<file path="config.mk">
export PLATFORM = sky130hd
export DESIGN_NAME = inst_prefetch_queue
export DESIGN_NICKNAME = d
export VERILOG_FILES = /design/src/rtl/inst_prefetch_queue.sv
export SDC_FILE = /design/constraint.sdc
export NUM_CORES = 1
export LEC_CHECK = 0
export BUFFER_PORTS_ARGS = -buffer_cell sky130_fd_sc_hd__buf_2
export CAP_MARGIN = 40
export CORE_AREA = 4 4 238 240
export DETAILED_ROUTE_END_ITERATION = 8
export DIE_AREA = 0 0 242 244
export PLACE_DENSITY_LB_ADDON = 0.3
export RECOVER_POWER = 50
export SYNTH_ARGS = -nofsm -noshare
export SYNTH_HDL_FRONTEND = slang
export SYNTH_SLANG_ARGS = --single-unit
</file>
<file path="constraint.sdc">
create_clock -name clk -period 3.7 [get_ports clk]
set_input_delay 0.555 -clock clk [delete_from_list [all_inputs] [get_ports clk]]
set_output_delay 0.555 -clock clk [all_outputs]
set_load 0.03 [all_outputs]
</file>
<file path="src/rtl/inst_prefetch_queue.sv">
// Instruction prefetch queue: credit-limited fetch to imem, in-order buffering, redirect flush.
// Optional same-cycle response bypass to decode when INST_PREFETCH_BYPASS_EN is defined.
module inst_prefetch_queue #(
  parameter int unsigned DEPTH    = 4,
  parameter logic [31:0] RESET_PC = 32'h0000_0000
) (
  input  logic        clk,
  input  logic        rst,
  output logic        imem_req_valid,
  input  logic        imem_req_ready,
  output logic [31:0] imem_req_addr,
  input  logic        imem_rsp_valid,
  input  logic [31:0] imem_rsp_data,
  input  logic        redirect,
  input  logic [31:0] redirect_pc,
  output logic        inst_valid,
  input  logic        inst_ready,
  output logic [31:0] inst,
  output logic [31:0] inst_pc
);

  localparam int unsigned PW = (DEPTH > 1) ? $clog2(DEPTH) : 1;
  localparam int unsigned CW = PW + 1;
  localparam int unsigned SW = CW + 1;

  typedef enum logic {ST_IDLE, ST_RUN} state_e;

  state_e          state_q, state_d;
  logic [31:0]     fetch_pc_q, fetch_pc_d;
  logic [CW-1:0]   out_cnt_q, out_cnt_d;
  logic [CW-1:0]   count_q, count_d;
  logic [CW-1:0]   discard_q, discard_d;
  logic [PW-1:0]   head_q, head_d;
  logic [PW-1:0]   tail_q, tail_d;
  logic [PW-1:0]   tag_wr_q, tag_wr_d;
  logic [PW-1:0]   tag_rd_q, tag_rd_d;
  logic [31:0]     q_data_q [DEPTH];
  logic [31:0]     q_pc_q   [DEPTH];
  logic [31:0]     tag_q    [DEPTH];

  logic        credit_ok;
  logic        req_fire;
  logic        bypass;
  logic        push;
  logic        pop;
  logic [31:0] rsp_tag;

  // Credit counts both in-flight requests and buffered entries so the queue cannot overflow.
  assign credit_ok      = ({1'b0, out_cnt_q} + {1'b0, count_q}) < SW'(DEPTH);
  assign imem_req_valid = (state_q == ST_RUN) && credit_ok && !redirect;
  assign imem_req_addr  = fetch_pc_q;
  assign req_fire       = imem_req_valid && imem_req_ready;
  assign rsp_tag        = tag_q[tag_rd_q];

`ifdef INST_PREFETCH_BYPASS_EN
  assign bypass     = (count_q == '0) && (discard_q == '0) && !redirect && imem_rsp_valid;
  assign inst_valid = bypass || (count_q != '0);
  assign inst       = bypass ? imem_rsp_data : q_data_q[head_q];
  assign inst_pc    = bypass ? rsp_tag : q_pc_q[head_q];
`else
  assign bypass     = 1'b0;
  assign inst_valid = (count_q != '0);
  assign inst       = q_data_q[head_q];
  assign inst_pc    = q_pc_q[head_q];
`endif

  // A bypassed response taken by decode never touches the queue.
  assign pop  = (count_q != '0) && inst_ready;
  assign push = imem_rsp_valid && (discard_q == '0) && !redirect && !(bypass && inst_ready);

  // Next-state logic; redirect overrides every other queue/fetch update.
  always_comb begin
    state_d    = state_q;
    fetch_pc_d = fetch_pc_q;
    out_cnt_d  = out_cnt_q;
    count_d    = count_q;
    discard_d  = discard_q;
    head_d     = head_q;
    tail_d     = tail_q;
    tag_wr_d   = tag_wr_q;
    tag_rd_d   = tag_rd_q;

    if (state_q == ST_IDLE) state_d = ST_RUN;

    if (req_fire)       tag_wr_d = tag_wr_q + PW'(1);
    if (imem_rsp_valid) tag_rd_d = tag_rd_q + PW'(1);

    if (redirect) begin
      fetch_pc_d = {redirect_pc[31:2], 2'b00};
      out_cnt_d  = out_cnt_q - CW'(imem_rsp_valid);
      discard_d  = out_cnt_q - CW'(imem_rsp_valid);
      count_d    = '0;
      head_d     = tail_q;
    end else begin
      if (req_fire) fetch_pc_d = fetch_pc_q + 32'd4;
      out_cnt_d = out_cnt_q + CW'(req_fire) - CW'(imem_rsp_valid);
      if (imem_rsp_valid && (discard_q != '0)) discard_d = discard_q - CW'(1);
      count_d = count_q + CW'(push) - CW'(pop);
      if (push) tail_d = tail_q + PW'(1);
      if (pop)  head_d = head_q + PW'(1);
    end
  end

  always_ff @(posedge clk or negedge rst) begin
    if (!rst) begin
      state_q    <= ST_IDLE;
      fetch_pc_q <= RESET_PC;
      out_cnt_q  <= '0;
      count_q    <= '0;
      discard_q  <= '0;
      head_q     <= '0;
      tail_q     <= '0;
      tag_wr_q   <= '0;
      tag_rd_q   <= '0;
    end else begin
      state_q    <= state_d;
      fetch_pc_q <= fetch_pc_d;
      out_cnt_q  <= out_cnt_d;
      count_q    <= count_d;
      discard_q  <= discard_d;
      head_q     <= head_d;
      tail_q     <= tail_d;
      tag_wr_q   <= tag_wr_d;
      tag_rd_q   <= tag_rd_d;
    end
  end

  // Storage is cleared on reset so inst/inst_pc read as zero until first written.
  always_ff @(posedge clk or negedge rst) begin
    if (!rst) begin
      for (int i = 0; i < int'(DEPTH); i++) begin
        q_data_q[i] <= '0;
        q_pc_q[i]   <= '0;
        tag_q[i]    <= '0;
      end
    end else begin
      if (req_fire) tag_q[tag_wr_q] <= fetch_pc_q;
      if (push) begin
        q_data_q[tail_q] <= imem_rsp_data;
        q_pc_q[tail_q]   <= rsp_tag;
      end
    end
  end

  a_rsp_has_outstanding: assert property (@(posedge clk) disable iff (!rst)
    imem_rsp_valid |-> (out_cnt_q != '0));

endmodule

</file>
==> flow_summary.json <==
{
  "grt_max_degree": 101,
  "drcViolationCount": 0,
  "yosys.cell_types.count": 55,
  "grt.met2_usage": 0.232,
  "first_global_vias": 11800,
  "postSynthAreaPerCell_sq_um": 15.3,
  "yosysMostFrequentCell": "dfrtp_1",
  "coreArea_sq_um": 54700,
  "synthArstFlopShare": 1.00,
  "period_minus_slack_ns": 3.00,
  "cts_root_buf": "clkbuf_16",
  "worstSetupPathType": "reg -> out",
  "synth_top_cell_by_area": "dfrtp_1",
  "violations": "capacitance limit, slew limit",
  "synthCells": 1235,
  "drt_iter0_markers": 513,
  "yosysWarnings": 0,
  "cp_slowest_cell": "dfrtp_4",
  "synth_edf_count": 0,
  "grt_first_pass_wirelength_um": 69500,
  "num_rows": 86,
  "crit_fanout": 37,
  "powerDensity_nw_per_um2": 815,
  "max_stage_delay_ns": 0.89,
  "relSlewSlack": -0.820,
  "vias": 11000,
  "ant_nets": 0,
  "worst_pin_slew_ns": 2.73,
  "met1_usage": 0.211,
  "drive_gt1_frac": 0.479,
  "critPathRequiredTime_ns": 3.14,
  "max_freq_mhz": 334,
  "dp_hpwl_um": 27000,
  "worstPathBufferInverterCount": 2,
  "synth_top_area_share": 0.552,
  "irDropWorstVdd_mv": 0.415,
  "fin_skew_ns": 0.00755,
  "path_cells": "buf_4 > mux4_2 > buf_2",
  "synth_ff_type": "dfrtp_1",
  "critPathLaunchType": "flop",
  "die_w_um": 242,
  "initial_utilization": 0.345,
  "grt_use_total": 0.147,
  "hold_buffers": 0,
  "via_per_inst": 5.14,
  "numCtsBuffers": 47,
  "clk_latency_ns": 0.56,
  "stdcell_area_sq_um": 22100,
  "wl_per_cell_um": 20.0,
  "cts_buffer_depth": 3,
  "num_io_pins": 168,
  "hold_slack_ns": 0.205,
  "crit_arrival_ns": 2.44,
  "hold_violations": 0,
  "drt-pass1-iter-count": 4,
  "synthTopCellsByArea": "dfrtp_1, mux2_2, mux4_2, mux2_4, mux2_1",
  "report.final.slew_viol_count": 97,
  "post_cts_resized": 0,
  "fin_crit_sh": 0.810,
  "netlist_top_cells_count": "dfrtp_1, mux2_2, mux4_2",
  "hp-class": "in -> reg",
  "placed_cells": 2047,
  "gp_congestion": 0.779,
  "cts.sink_count": 416,
  "place_area_sq_um": 20600,
  "rsz0062_at_grt": "false",
  "gr-total-overflow": 0,
  "total_power_mw": 18.0,
  "drv_cap": 1,
  "post-cts-setup-buffers": 0,
  "antennaDiodeCount": 0,
  "setup_viol": 0,
  "die_area_sq_um": 59000,
  "p_leak_nw": 10.7,
  "nets": 1483,
  "cts_tree": "built",
  "portBuffers": 161,
  "instances_no_fill": 2131,
  "worst_setup_path_end_kind": "output port",
  "routed_wl_um": 42700,
  "synth_area_sq_um": 18800,
  "die_y_um": 244,
  "status": "complete, but fails checks",
  "ys_ff_latch": 416,
  "finalSetupTns_ns": 0,
  "syn_to_final_growth_pct": 17.3,
  "yosysSeqAreaShare": 0.552,
  "clkTransAtPathRegs_ns": 0.06,
  "busiest_layer": "met2",
  "antenna_found_initial": 0,
  "htree_levels": 2,
  "path_delay_family": "flip-flops",
  "use_met3": 0.0328
}
worst register-to-register path: stages, from the launching register on:
cell and delay [ns]:
dfrtp_1 0.36, inv_1 0.12, ha_1 0.16, nand2b_1 0.09, nor3b_1 0.20, clkbuf_1 0.58
inv_1 0.10, ha_1 0.31, inv_1 0.06, ha_1 0.13, inv_1 0.05, fa_1 0.37
xnor2_1 0.19, nor2_1 0.05
cells in the final DEF, fill, tap and decap left out, drive strengths merged, types with 3 or more instances in the layout:
master	synthesis	routed
dfrtp	416	416
mux2	352	352
buf	47	167
clkbuf	42	100
mux4	92	92
nand2	68	68
o21ai	44	44
inv	21	21
ha	19	19
nand4	15	15
nor2	13	13
nand3	13	13
o311ai	11	11
a21oi	8	8
xor2	7	7
o211ai	7	7
xnor2	6	6
clkinv	0	6
and3	5	5
a221o	5	5
conb	2	5
a31o	5	5
or3	4	4
nor3	4	4
bufinv	0	4
and4	3	3
a31oi	3	3
a21o	3	3
state kept, by name, summed over array words and instances (netlist names):
register,count
head_q,2
count_q,3
imem_req_addr,30
tag_rd_q,2
q_pc_q,120
tag_wr_q,2
out_cnt_q,3
tag_q,120
state_q,1
q_data_q,128
tail_q,2
discard_q,3
stage by stage:
step | worst slack (ns) | util
2_1_floorplan | 0.645 | -
3_3_place_gp | 0.947 | 0.374
3_5_place_dp | 0.927 | 0.376
4_1_cts | 0.592 | 0.406
5_1_grt | 0.289 | 0.404
6_report | 0.703 | 0.404
cell type report:
type / instances / area [sq um]
inverters: 21 / 78.8
flip-flops and latches: 416 / 10400
repair buffers: 194 / 1180
clock inverters: 11 / 158
fillers: 5090 / 32600
multi-input cells: 712 / 7940
well taps: 704 / 881
clock buffers: 73 / 1460
worst paths after layout:
kind	depth (start not counted)	slack (ns)	endpoint	start
worst max-delay path	3	0.70	inst[17]	head_q[1]$_DFFE_PN0P_
worst min-delay path	3	0.21	imem_req_addr[3]$_DFFE_PN0N_	redirect_pc[3]
worst max register to register	13	0.82	count_q[2]$_DFF_PN0_	discard_q[0]$_DFFE_PN0P_
worst min register to register	2	0.48	tag_q[110]$_DFFE_PN0P_	tag_q[110]$_DFFE_PN0P_
max in group asynchronous	2	0.86	discard_q[2]$_DFFE_PN0P_	rst
min in group asynchronous	1	0.83	imem_req_addr[8]$_DFFE_PN0N_	rst
report_power, final:
group	switching, mW	total (mW)	leakage (nW)	internal [mW]
clock	1.83	4.80	0.796	2.97
combinational	2.91	5.91	4.44	2.99
sequential	1.13	7.32	5.51	6.19
per-layer routing:
| metal | vias to the layer above | routed length, um |
|---|---|---|
| met2 | 245 | 19600 |
| met4 | 0 | 760 |
| met5 | - | 0 |
| li1 | 4888 | - |
| met3 | 53 | 2090 |
| met1 | 5775 | 20300 |
kinds of logic after synthesis:
| logic type | synth area share |
|---|---|
| xor gates and xnor gates | 0.00604 |
| and+or+nand+nor | 0.0379 |
| DFF | 0.552 |
| other | 0.000399 |
| muxes | 0.329 |
| adders and majority gates | 0.0147 |
| buffers and inverters | 0.0278 |
| AOI/OAI and AO/OA | 0.0316 |
No activity file was read; power rests on OpenSTA's default activity.
